<file path="config.mk">
export PLATFORM = sky130hd
export DESIGN_NAME = if_fetch_ctrl
export DESIGN_NICKNAME = d
export VERILOG_FILES = /design/src/rtl/if_pkg.sv /design/src/rtl/if_timeout_ctr.sv /design/src/rtl/if_fetch_ctrl.sv
export SDC_FILE = /design/constraint.sdc
export NUM_CORES = 1
export LEC_CHECK = 0
export BUFFER_PORTS_ARGS = -buffer_cell sky130_fd_sc_hd__buf_2
export CELL_PAD_IN_SITES_DETAIL_PLACEMENT = 1
export CELL_PAD_IN_SITES_GLOBAL_PLACEMENT = 2
export CORE_MARGIN = 3
export CORE_UTILIZATION = 31
export DETAILED_ROUTE_END_ITERATION = 8
export HOLD_SLACK_MARGIN = 0.12
export PLACE_DENSITY = 0.87
export SYNTH_ARGS = -nofsm -noshare
export SYNTH_HDL_FRONTEND = slang
export SYNTH_HIERARCHICAL = 1
export SYNTH_SLANG_ARGS = --single-unit
</file>
<file path="constraint.sdc">
create_clock -name clk_i -period 3.5 [get_ports clk_i]
set_clock_uncertainty 0.1 [all_clocks]
set_input_delay 0 -clock clk_i [delete_from_list [all_inputs] [get_ports clk_i]]
set_output_delay 0 -clock clk_i [all_outputs]
set_load 0.005 [all_outputs]
</file>
<file path="src/rtl/if_pkg.sv">
// Shared types and constants for the instruction-fetch controller.
package if_pkg;

   // Fetch controller states.
   typedef enum logic [2:0] {
      IDLE  = 3'd0,
      REQ   = 3'd1,
      WAIT  = 3'd2,
      HOLD  = 3'd3,
      FAULT = 3'd4
   } state_t;

   // Fault cause encodings reported on fault_cause_o.
   localparam logic [1:0] FC_NONE     = 2'b00;
   localparam logic [1:0] FC_MISALIGN = 2'b01;
   localparam logic [1:0] FC_BUSERR   = 2'b10;
   localparam logic [1:0] FC_TIMEOUT  = 2'b11;

endpackage

</file>
<file path="src/rtl/if_timeout_ctr.sv">
// Response-wait counter: counts cycles spent waiting for rvalid and flags
// when the configured limit is reached.
module if_timeout_ctr #(
   parameter int unsigned TIMEOUT_CYCLES = 15
) (
   input  logic clk_i,
   input  logic rst_i,
   input  logic clr,
   input  logic en,
   output logic hit
);

   logic [7:0] count;

   // Count register: clear wins over enable, otherwise hold.
   always_ff @(posedge clk_i or posedge rst_i) begin
      if (rst_i) begin
         count <= 8'd0;
      end else if (clr) begin
         count <= 8'd0;
      end else if (en) begin
         count <= count + 8'd1;
      end else begin
         count <= count;
      end
   end

   assign hit = (count == 8'(TIMEOUT_CYCLES));

endmodule

</file>
<file path="src/rtl/if_fetch_ctrl.sv">
// Instruction-fetch controller: fetches the word at pc_i over a req/gnt/rvalid
// bus, presents it to decode via valid/ready, drives the PC write enable and
// reports misaligned, bus-error and timeout faults.
module if_fetch_ctrl
   import if_pkg::*;
#(
   parameter int unsigned XLEN           = 32,
   parameter int unsigned TIMEOUT_CYCLES = 15
) (
   input  logic            clk_i,
   input  logic            rst_i,
   input  logic [XLEN-1:0] pc_i,
   input  logic            redirect_i,
   output logic            pc_en_o,
   output logic            imem_req_o,
   output logic [XLEN-1:0] imem_addr_o,
   input  logic            imem_gnt_i,
   input  logic            imem_rvalid_i,
   input  logic [XLEN-1:0] imem_rdata_i,
   input  logic            imem_err_i,
   output logic            instr_valid_o,
   input  logic            instr_ready_i,
   output logic [XLEN-1:0] instr_o,
   output logic [XLEN-1:0] instr_pc_o,
   output logic            fault_o,
   output logic [1:0]      fault_cause_o
);

   state_t          state;
   state_t          state_nxt;
   logic [XLEN-1:0] pc_q;
   logic [1:0]      cause_q;
   logic [1:0]      cause_nxt;
   logic            discard_q;
   logic            discard_nxt;
   logic            latch_pc;
   logic            load_instr;
   logic            ctr_clr;
   logic            ctr_en;
   logic            ctr_hit;
   logic            aligned;

   if_timeout_ctr #(
      .TIMEOUT_CYCLES(TIMEOUT_CYCLES)
   ) u_ctr (
      .clk_i (clk_i),
      .rst_i (rst_i),
      .clr   (ctr_clr),
      .en    (ctr_en),
      .hit   (ctr_hit)
   );

   assign aligned       = (pc_i[1:0] == 2'b00);
   assign imem_req_o    = (state == REQ) && aligned;
   assign imem_addr_o   = (state == REQ) ? pc_i : {XLEN{1'b0}};
   assign instr_valid_o = (state == HOLD);
   assign fault_o       = (state == FAULT);
   assign fault_cause_o = cause_q;
   assign pc_en_o       = (instr_valid_o && instr_ready_i) || redirect_i;

   // Next-state, fault cause, discard flag and datapath load strobes.
   always_comb begin
      state_nxt   = state;
      cause_nxt   = cause_q;
      discard_nxt = discard_q;
      latch_pc    = 1'b0;
      load_instr  = 1'b0;
      ctr_clr     = 1'b0;
      ctr_en      = 1'b0;
      case (state)
         IDLE: begin
            if (redirect_i) begin
               state_nxt = IDLE;
            end else begin
               state_nxt = REQ;
            end
         end
         REQ: begin
            if (!aligned) begin
               // A redirect replaces the bad PC, so it is not a fault.
               if (redirect_i) begin
                  state_nxt = IDLE;
               end else begin
                  state_nxt = FAULT;
                  cause_nxt = FC_MISALIGN;
               end
            end else if (imem_gnt_i) begin
               state_nxt   = WAIT;
               latch_pc    = 1'b1;
               ctr_clr     = 1'b1;
               discard_nxt = redirect_i;
            end else if (redirect_i) begin
               state_nxt = IDLE;
            end else begin
               state_nxt = REQ;
            end
         end
         WAIT: begin
            if (imem_rvalid_i) begin
               if (discard_q || redirect_i) begin
                  state_nxt   = IDLE;
                  discard_nxt = 1'b0;
               end else if (imem_err_i) begin
                  state_nxt = FAULT;
                  cause_nxt = FC_BUSERR;
               end else begin
                  state_nxt  = HOLD;
                  load_instr = 1'b1;
               end
            end else begin
               ctr_en = 1'b1;
               if (ctr_hit) begin
                  state_nxt   = FAULT;
                  cause_nxt   = FC_TIMEOUT;
                  discard_nxt = 1'b0;
               end else if (redirect_i) begin
                  state_nxt   = WAIT;
                  discard_nxt = 1'b1;
               end else begin
                  state_nxt = WAIT;
               end
            end
         end
         HOLD: begin
            if (redirect_i) begin
               state_nxt = IDLE;
            end else if (instr_ready_i) begin
               state_nxt = REQ;
            end else begin
               state_nxt = HOLD;
            end
         end
         FAULT: begin
            if (redirect_i) begin
               state_nxt = IDLE;
               cause_nxt = FC_NONE;
            end else begin
               state_nxt = FAULT;
            end
         end
         default: begin
            state_nxt   = IDLE;
            cause_nxt   = FC_NONE;
            discard_nxt = 1'b0;
         end
      endcase
   end

   // State, cause and discard registers.
   always_ff @(posedge clk_i or posedge rst_i) begin
      if (rst_i) begin
         state     <= IDLE;
         cause_q   <= FC_NONE;
         discard_q <= 1'b0;
      end else begin
         state     <= state_nxt;
         cause_q   <= cause_nxt;
         discard_q <= discard_nxt;
      end
   end

   // Fetch PC capture at grant and instruction/PC capture on a good response.
   always_ff @(posedge clk_i or posedge rst_i) begin
      if (rst_i) begin
         pc_q       <= {XLEN{1'b0}};
         instr_o    <= {XLEN{1'b0}};
         instr_pc_o <= {XLEN{1'b0}};
      end else begin
         if (latch_pc) begin
            pc_q <= pc_i;
         end
         if (load_instr) begin
            instr_o    <= imem_rdata_i;
            instr_pc_o <= pc_q;
         end
      end
   end

endmodule

</file>
## Yosys cells after proc, flatten, opt, wreduce, memory -nomap -nowiden

Cells that the tools add are included.

| word-level totals | value |
|---|---|
| register bits after elaboration | 110 |
| output and inout bits | 102 |
| input port bits | 71 |

| operators by class | value |
|---|---|
| eq/ne operators | 15 |
| multiplexer cells | 38 |
| add/subtract/negate cells | 1 |
| bitwise operators | 2 |
| reduce and logical (&&, ||, !) cells | 11 |

Operators by type and width:

| operator | number |
|---|---|
| two-way mux 32 bit | 1 |
| two-way mux 3 bit | 7 |
| two-way mux 2 bit | 9 |
| two-way mux 1 bit | 16 |
| two-way mux 8 bit | 2 |
| one-hot mux 3 bit (5 select lines) | 1 |
| != test 3 bit, second input constant | 4 |
| != test 2 bit, second input constant | 5 |
| adder 8 x 1 -> 8 bit, second input constant | 1 |
| == test 8 x 4 -> 1 bit, second input constant | 1 |
| one-hot mux 2 bit (4 select lines) | 1 |
| AND reduction 7 bit | 1 |
| == test 3 x 2 -> 1 bit, second input constant | 2 |
| AND reduction 5 bit | 1 |
| != test 4 bit, second input constant | 1 |
| == test 3 x 1 -> 1 bit, second input constant | 1 |
| == test 3 bit, second input constant | 1 |
| zero test 3 bit | 1 |
| one-hot mux 1 bit (3 select lines) | 1 |
| OR reduction 3 bit | 1 |
| logical AND 1 bit | 2 |
| zero test 2 bit | 1 |
| logical OR 1 bit | 2 |
| NOT 1 bit | 2 |
| 2 further kinds | 2 |

## Logic depth before layout (Yosys ltp)

Gate-level depths: netlist (run 1).

| logic depth | value |
|---|---|
| depth after elaboration | 4 |
| mapped depth | 10 |
| mapped depth without buffers | 7 |

## Cells and area by module

Netlist (run 1), hierarchy kept.

By module, submodules not included:

| module | area an instance (sq um) | sequential area each (sq um) | cells an instance | instances |
|---|---|---|---|---|
| if_fetch_ctrl | 4,513.1 | 2,552.4 | 363 | 1 |
| if_timeout_ctr | 410.4 | 200.2 | 41 | 1 |

## Least setup slack after synthesis (run 1)

Ideal clock, no wire load.

| timing | value |
|---|---|
| kind | reg-to-reg |
| from | register state[0] |
| to | register u_ctr.count[7] |
| setup time | 0.077 ns |
| data required time | 3.323 ns |
| period minus slack after synthesis | 2.325 ns |
| stages on the path, launching flop included | 11 |
| arrival | 2.147 ns |
| path slack | 1.175 ns |
| cell sequence | dfrtp_1 buf_2 and2b_1 buf_4 nand3_1 inv_1 buf_2 buf_2 o211ai_4 or4_1 a21oi_1 |

| between the ends | value |
|---|---|
| cells in the longest elaborated chain, start to end | 3 |
| elaborated cells between the ends (all ways) | 6 |
| those cells by class | eq/ne (2); mux (3); reduce/logical (1) |

RTL lines:

| element | line | text |
|---|---|---|
| start: declaration | if_fetch_ctrl.sv:29 | `state_t state;` |
| start signal: assignment | if_fetch_ctrl.sv:156 | `state <= state_nxt;` |
| == test 3 x 1 -> 1 bit * | if_fetch_ctrl.sv:70 | `case (state)` |
| two-way mux 1 bit * | if_fetch_ctrl.sv:70 |  |
| net ctr_clr | if_fetch_ctrl.sv:38 | `logic ctr_clr;` |
| two-way mux 8 bit or nonzero test 2 bit (tied branches) | n/a |  |
| end signal: assignment | if_timeout_ctr.sv:22 | `count <= count + 8'd1;` |
| end signal: assignment | if_timeout_ctr.sv:24 | `count <= count;` |
| end: declaration | if_timeout_ctr.sv:13 | `logic [7:0] count;` |

Mark *: on every way through the listed nets, which the timed path passes. The rest lies on a longest branch.
A chain may end at the register's enable or synchronous reset.

## Worst setup path in the final report (run 1)

| timing | value |
|---|---|
| from | register state[0] |
| to | register u_ctr.count[7] |

| between the ends | value |
|---|---|
| cells in the longest elaborated chain, start to end | 3 |
| elaborated cells between the ends (all ways) | 6 |
| those cells by class | eq/ne (2); mux (3); reduce/logical (1) |

RTL lines:

| element | line | text |
|---|---|---|
| == test 3 x 2 -> 1 bit | if_fetch_ctrl.sv:70 |  |
| two-way mux 1 bit | if_fetch_ctrl.sv:70 |  |
| net ctr_en | if_fetch_ctrl.sv:39 | `logic ctr_en;` |
| nonzero test 2 bit (no source line) | n/a |  |

The timed path passes the listed nets, and every way through them passes these cells.

==> results of run 1 <==
[cell usage after synthesis, drive strengths merged, types with 3 or more instances]
library cell	count	area [um^2]
dfrtp	110	2753
nand2	96	360.4
mux2	64	904.6
and3	33	206.5
buf	15	165.1
nor2	13	56.30
clkbuf	10	37.54
a21oi	8	40.04
nand3	6	35.03
o21ai	5	25.02
inv	4	15.01
nor3	4	20.02
and2	3	18.77
xor2	3	26.28
[stage by stage]
step / instances / utilization, %
global route: 855 / 44.85
CTS: 855 / 44.85
global placement: 769 / 38.39
finish: 857 / 44.88
detailed placement: 769 / 38.39
floorplan: 404 / -
[final cells by class]
| type | count | area, um^2 |
|---|---|---|
| fillers | 1706 | 8472 |
| flip-flops and latches | 110 | 2753 |
| multi-input cells | 265 | 1953 |
| repair buffers | 250 | 1624 |
| well taps | 211 | 264.0 |
| clock buffers | 11 | 252.7 |
| clock inverters | 4 | 30.03 |
| inverters | 4 | 17.52 |
| diodes | 2 | 5.005 |
[worst max-delay path: stages, from the launching register on]
cell	delay, ns
dfrtp_1	0.51
nor2b_1	0.29
nand2_1	0.14
nor2_1	0.46
o211ai_4	0.13
or4_1	0.48
a21oi_1	0.17
[flip-flops by register name (all words and copies together) (netlist names)]
| name | flops |
|---|---|
| state | 3 |
| discard_q | 1 |
| u_ctr/count | 8 |
| pc_q | 32 |
| instr_pc_o | 32 |
| fault_cause_o | 2 |
| instr_o | 32 |
[logic make-up (layout without fill, tap and decap cells)]
family	Yosys count	in the layout	synth area share, %
AND/OR/NAND/NOR	172	172	16.82
flip-flops	110	110	55.91
multiplexers	65	65	18.58
buffers and inverters	29	269	4.422
AO/OA/AOI/OAI	23	23	3.304
XOR/XNOR	4	4	0.7117
adder cells (fa/ha/maj)	1	1	0.2541
other	0	2	0
[repair_timing]
item / CTS / global route
hold buffers: 71 / 0
setup buffers: 0 / 0
resized for setup: 0 / 0
hold endpoints to repair: 157 / 0
[routing by layer]
metal  share of wire, %  wire length [um]
met1                 41              6003
met2                 52              7512
met3                5.2               748
met4                1.5               220
met5                  0                 0
[final timing paths]
check | from | end | cells past startpoint
min reg2reg | pc_q[4] | pc_q[4] | 2
min in group asynchronous | rst_i | fault_cause_o[1] | 3
min | pc_i[0] | state[2] | 4
max | state[0] | u_ctr/count[7] | 6
max reg2reg | state[0] | u_ctr/count[7] | 6
max in group asynchronous | rst_i | pc_q[17] | 4
[report_power, final]
part | switching [mW] | total, mW | internal (mW)
clock network | 0.469 | 0.991 | 0.523
registers | 0.183 | 1.74 | 1.56
logic | 0.376 | 0.808 | 0.432
==> impl_metrics.json, run 1 <==
{
  "cp-start-kind": "flop",
  "hpwl_um": 9066,
  "status": "completed",
  "tightest_slew_ns": 1.062,
  "path_clk_slew_ns": 0.07,
  "synth_edf_count": 0,
  "ant_nets": 0,
  "initial_core_util_pct": 32.03,
  "cp-end-kind": "flop",
  "syn_avg_cell_area_um2": 12.19,
  "cp_data_required_time_ns": 3.67,
  "grt.met3_usage_pct": 4.237,
  "dr.pass1.iters": 4,
  "placed_area_um2": 5901,
  "fp.dieArea_um2": 17430,
  "met2_usage_pct": 30.82,
  "overflow": 0,
  "vias_per_cell": 4.630,
  "max_cap_viol_count": 0,
  "use_met1_pct": 19.16,
  "synth_cells": 404,
  "cts_tree": "yes",
  "hold_class": "input port to flop",
  "drt-initial-drc-count": 158,
  "place_congestion": 0.8385,
  "p_leak_nw": 3.780,
  "fin_ws_ns": 1.129,
  "vias": 3968,
  "cts.sinks": 110,
  "finalCritPeriodShare_pct": 67.74,
  "avgRoutedWirePerCell_um": 16.90,
  "critPathArrivalTime_ns": 2.54,
  "synthToLayoutAreaGrowth_pct": 40.13,
  "yosysWarnings": 6,
  "grt_first_pass_wirelength_um": 23600,
  "finalPower_mw": 3.542,
  "die_w_um": 132.0,
  "rrSetupSlack_ns": 1.13,
  "nNetsFinal": 712,
  "totalWireLength_um": 14480,
  "vdd_drop_max_mv": 0.2204,
  "synth_area_um2": 4923,
  "num_rows": 45,
  "drv_slew": 0,
  "h-tree-depth": 3,
  "dieHeight_um": 132.0,
  "cts_root_buf": "clkbuf_16",
  "core_area_um2": 15370,
  "syn_nets": 476,
  "power_density_nw_per_um2": 513.3,
  "clockBufferDepth": 2,
  "grt_pass1_vias": 4485,
  "fin_crit_ns": 2.371,
  "synthFlopType": "dfrtp_1",
  "path_max_fanout": 11,
  "hold_violations": 0,
  "final_area_um2": 6899,
  "slew_headroom_pct": 29.19,
  "grt_max_degree": 84,
  "fmaxAchievable_ghz": 0.4218,
  "async_flop_share_pct": 100.0,
  "portBuffers": 172,
  "final_cell_mix": "buf_2 (172), dfrtp_1 (110), nand2_1 (96)",
  "crit_type": "flop to flop",
  "final_common_cell": "buf_2",
  "clk_latency_ns": 0.35,
  "grt.busiest_layer": "met2",
  "yosysSeqAreaShare_pct": 55.91,
  "whs_ns": 0.1457,
  "rsz0062_at_grt": "no",
  "drive_gt1_share_pct": 40.84,
  "ys_seq_elements": 110,
  "synth_cell_types": 45,
  "setup_viol": 0,
  "drc": 0,
  "finalSetupTns_ns": 0,
  "cts_made_buffers": 9,
  "antenna_found_initial": 0,
  "ioPinCount": 173,
  "place_ws_ns": 1.174,
  "grt_use_total_pct": 16.78
}
No activity file was read; power rests on OpenSTA's default activity.
==> run 2: changes to the inputs <==
Clock period 3.5 ns to 2.3 ns, I/O delays scaled along.
==> run 2 against run 1 <==
Net effect: combinational power rose by 53%; non-clock buffer count rose by 3; sequential share of layout area fell by 0.54 points; clock power rose by 63%; count of clock-buffer cells in the layout fell by 1; fmax rose by 13%; critical path depth fell by 1; die area did not move; wire length fell by 3.8%; global-route usage fell by 0.61 points; cell area rose by 1.4%; highest routed layer unchanged.
==> impl_metrics.json, run 2 (synthesis results as in run 1) <==
{
  "rsz0062_at_grt": "no",
  "power_density_nw_per_um2": 786.3,
  "avgRoutedWirePerCell_um": 16.21,
  "status": "completed",
  "portBuffers": 172,
  "min_to": "state[2]",
  "reg2regPathDepth": 5,
  "final_cell_mix": "buf_2 (172), dfrtp_1 (110), nand2_1 (96)",
  "critPathArrivalTime_ns": 2.22,
  "rr_startpoint": "state[0]",
  "drive_gt1_share_pct": 41.36,
  "hold_violations": 0,
  "internal_power_mw": 3.930,
  "finalCritPeriodShare_pct": 90.91,
  "path_max_fanout": 40,
  "cts_tree": "yes",
  "clockPowerShare_pct": 29.4,
  "drv_slew": 0,
  "overflow": 0,
  "switching_share_pct": 28.53,
  "hpwl_um": 8900,
  "p_sw_mw": 1.569,
  "slew_headroom_pct": 55.35,
  "vias": 3950,
  "grt_first_pass_wirelength_um": 22980,
  "rrSetupSlack_ns": 0.21,
  "nFillCells": 1708,
  "p_seq_share_pct": 48.1,
  "cts_root_buf": "clkbuf_16",
  "dr.pass1.iters": 4,
  "fin_util_pct": 45.50,
  "crit_path_top_delay_cell": "dfrtp_1",
  "whs_ns": 0.1543,
  "drc": 0,
  "h-tree-depth": 3,
  "cts.sinks": 110,
  "cts_made_buffers": 9,
  "p_leak_nw": 3.815,
  "r2r_end": "instr_o[23]",
  "whs_path_depth": 4,
  "initial_core_util_pct": 32.03,
  "path_clk_slew_ns": 0.07,
  "cpPeakStageDelay_ns": 0.51,
  "die_w_um": 132.0,
  "core_area_um2": 15370,
  "hold_class": "input port to flop",
  "fp.dieArea_um2": 17430,
  "num_rows": 45,
  "path_buf_inv": 1,
  "tightest_slew_ns": 0.6613,
  "top_regs": "instr_o (32), instr_pc_o (32), pc_q (32)",
  "ioPinCount": 173,
  "nNetsFinal": 715,
  "drt-initial-drc-count": 97,
  "vias_per_cell": 4.593,
  "setup_viol": 0,
  "vdd_drop_max_mv": 0.3354,
  "dieHeight_um": 132.0,
  "fmaxAchievable_ghz": 0.4783,
  "worstHoldStart": "pc_i[0]",
  "crit_type": "flop to flop",
  "finalSetupTns_ns": 0,
  "grt_max_degree": 103,
  "synthToLayoutAreaGrowth_pct": 42.06,
  "clockBufferDepth": 2,
  "totalWireLength_um": 13940,
  "final_common_cell": "buf_2",
  "comb_power_share_pct": 22.5,
  "crit_family": "simple AND/OR/NAND/NOR gates",
  "fin_crit_ns": 2.091,
  "cp_cell_sequence": "nor3b_4 > nand3_2 > nor2_4 > buf_12 > mux2_2",
  "max_cap_viol_count": 0,
  "grt_use_total_pct": 16.17,
  "crit_cells": 5,
  "cp_data_required_time_ns": 2.43,
  "clk_latency_ns": 0.35,
  "cp-start-kind": "flop",
  "ant_nets": 0,
  "grt_pass1_vias": 4312,
  "antenna_found_initial": 1,
  "cp-end-kind": "flop",
  "place_congestion": 0.7935
}
## run 2: timing repair
| action | 4_1_cts | 5_1_grt |
|---|---|---|
| hold endpoints to repair | 177 | 0 |
| endpoints found under the setup margin | 0 | 1 |
| setup buffers | 0 | 0 |
| resized for setup | 0 | 1 |
| hold buffers | 71 | 0 |
## run 2: cell type report
cell class	count	area, um^2	area share (%)
clock inverters	6	77.57	1.109
diodes	1	2.502	0.03578
flip-flops and latches	110	2753	39.36
multi-input cells	265	1956	27.96
repair buffers	253	1684	24.08
clock buffers	10	239.0	3.417
well taps	211	264.0	3.775
inverters	4	18.77	0.2683
## run 2: how the worst max path moves through the flow
stage	from	end
after global routing	state[0]	u_ctr/count[7]
after global placement	state[0]	u_ctr/count[7]
after CTS	state[0]	u_ctr/count[7]
after floorplan	state[0]	u_ctr/count[7]
final	state[0]	instr_o[23]
after detailed placement	state[0]	u_ctr/count[7]
## run 2: power by group through the flow
stage	sequential [mW]	clock [mW]	combinational, mW
2_1_floorplan	2.62	0	0.671
3_3_place_gp	2.65	0	1.09
5_1_grt	2.72	1.76	1.39
3_5_place_dp	2.68	0	1.13
6_report	2.65	1.62	1.24
4_1_cts	2.65	1.69	1.24
## run 2: routing by layer
| metal | share of wire, % | GRT usage [%] | vias up |
|---|---|---|---|
| met5 | 0 | 0 | - |
| met4 | 1.2 | 4.317 | 0 |
| met3 | 5.2 | 4.198 | 13 |
| met2 | 51 | 28.48 | 124 |
| met1 | 43 | 19.65 | 1960 |
| li1 | - | - | 1853 |
## run 2: worst reg2reg max path: stages, from the launching register on
cell     delay [ns]
dfrtp_1        0.51
nor3b_4        0.33
nand3_2        0.16
nor2_4         0.17
buf_12         0.29
mux2_2         0.41
## run 2: metrics by stage
step	worst slack [ns]	cells	cell area, um^2	total power, mW
floorplan	0.01832	404	4930	3.294
global placement	0.2865	772	5962	3.736
detailed placement	0.1555	772	5962	3.814
CTS	0.1283	859	6989	5.571
global route	0.06407	860	6994	5.865
finish	0.2091	860	6994	5.500
==> run 3: changes to the inputs <==
Settings changed: CORE_MARGIN 3 to not set.
==> run 3 against run 2 <==
Net effect: non-clock buffer count unchanged; sequential cell count unchanged; combinational power about the same.
==> impl_metrics.json, run 3 (synthesis results as in run 1) <==
{
  "whs_ns": 0.1635,
  "vias": 3988,
  "hold_class": "input port to flop",
  "status": "completed",
  "dieHeight_um": 128.0,
  "avgRoutedWirePerCell_um": 16.55,
  "p_sw_mw": 1.603,
  "power_density_nw_per_um2": 777.6,
  "fmaxAchievable_ghz": 0.4710,
  "cp-start-kind": "flop",
  "worstHoldStart": "pc_i[0]",
  "fp.dieArea_um2": 16390,
  "vias_per_cell": 4.643,
  "totalWireLength_um": 14220,
  "drc": 0,
  "ioPinCount": 173,
  "initial_core_util_pct": 32.03,
  "die_w_um": 128.0,
  "finalSetupTns_ns": 0,
  "grt_pass1_vias": 4347,
  "finalCritPeriodShare_pct": 92.32,
  "seqCellArea_um2": 2753,
  "comb_power_share_pct": 22.9,
  "internal_power_mw": 3.794,
  "cts_made_buffers": 9,
  "routed.top_layer": "met4",
  "grt_first_pass_wirelength_um": 22900,
  "multiInputGateArea_um2": 1953,
  "ant_nets": 0,
  "critPathArrivalTime_ns": 2.26,
  "grt_max_degree": 55,
  "antenna_found_initial": 0,
  "cp_data_required_time_ns": 2.44,
  "hold_violations": 0,
  "max_cap_viol_count": 0,
  "tightest_slew_ns": 0.7248,
  "nNetsFinal": 715,
  "cts_root_buf": "clkbuf_16",
  "final_cell_mix": "buf_2 (172), dfrtp_1 (110), nand2_1 (96)",
  "cts.sinks": 110,
  "clockBufferDepth": 2,
  "cp-startpoint": "state[0]",
  "met2WireLength_um": 7266,
  "slew_headroom_pct": 51.07,
  "dr.pass1.iters": 4,
  "fin_crit_ns": 2.123,
  "nFillCells": 1708,
  "drive_gt1_share_pct": 41.05,
  "postCtsSetupBuffers": 0,
  "hpwl_um": 8652,
  "p_leak_nw": 3.798,
  "synthToLayoutAreaGrowth_pct": 40.97,
  "clk_latency_ns": 0.35,
  "top_regs": "instr_o (32), instr_pc_o (32), pc_q (32)",
  "switching_share_pct": 29.70,
  "path_max_fanout": 42,
  "overflow": 0,
  "core_area_um2": 15370,
  "drv_slew": 0,
  "drt-initial-drc-count": 113,
  "path_clk_slew_ns": 0.07,
  "clockPowerShare_pct": 28.1,
  "met3WireLength_um": 751,
  "cts_tree": "yes",
  "vdd_drop_max_mv": 0.3771,
  "h-tree-depth": 3,
  "diodes": 0,
  "crit_type": "flop to flop",
  "rr_startpoint": "state[0]",
  "cp-end-kind": "flop",
  "final_common_cell": "buf_2",
  "grt_use_total_pct": 18.01,
  "p_seq_share_pct": 49.1,
  "setup_viol": 0,
  "met1_length_um": 5916,
  "place_congestion": 0.7620,
  "num_rows": 45,
  "portBuffers": 172,
  "rsz0062_at_grt": "no"
}
==> run 3: cell types whose count changed in the layout (fill, tap and decap cells not counted), sizes merged <==
cell / previous run / this run
inv: 5 / 8
bufinv: 1 / 0
clkinv: 2 / 1
clkinvlp: 2 / 1
diode: 1 / 0
==> run 3: cell type report <==
| class | instances | area share (%) |
|---|---|---|
| clock buffers | 10 | 3.299 |
| clock inverters | 6 | 0.7391 |
| inverters | 4 | 0.2704 |
| multi-input cells | 265 | 28.14 |
| flip-flops and latches | 110 | 39.66 |
| well taps | 211 | 3.804 |
| repair buffers | 253 | 24.09 |
==> run 3: worst paths after layout <==
check                                       to  slack (ns)  cells after the start
worst min-delay path                  state[2]        0.16                      4
min in group asynchronous              pc_q[5]        0.30                      4
worst max-delay path               instr_o[21]        0.18                      5
worst min register to register         pc_q[5]        0.38                      2
worst max register to register     instr_o[21]        0.18                      5
max in group asynchronous       u_ctr/count[4]        1.22                      4
==> run 3: through the flow <==
stage	setup WS, ns	utilization [%]	power, mW	instance area, um^2	cells
2_1_floorplan	0.01832	-	3.294	4930	404
3_3_place_gp	0.2864	38.71	3.726	5949	772
3_5_place_dp	0.2007	38.71	3.816	5949	772
4_1_cts	0.1723	45.15	5.460	6940	859
5_1_grt	0.04516	45.15	5.738	6940	859
6_report	0.1767	45.15	5.397	6940	859
==> run 3: critical path, cell delays in order, from the launching register on <==
cell,delay (ns)
dfrtp_1,0.50
nor3b_4,0.33
nand3_2,0.18
nor2_4,0.17
buf_12,0.28
mux2_2,0.39
==> run 3: layer usage <==
metal,vias to the layer above,track usage [%]
met5,-,0
met4,0,6.298
met3,25,4.800
met2,138,32.48
met1,1984,20.44
li1,1841,-
==> run 3: power by group through the flow <==
stage,Sequential [mW],Combinational [mW],Clock (mW)
6_report,2.65,1.23,1.52
4_1_cts,2.65,1.24,1.57
5_1_grt,2.71,1.39,1.64
3_3_place_gp,2.65,1.08,0
2_1_floorplan,2.62,0.671,0
3_5_place_dp,2.68,1.13,0
==> run 3: what timing repair did <==
action,in CTS,in global routing
hold buffers,71,0
resized for setup,0,0
endpoints found under the hold margin,177,0
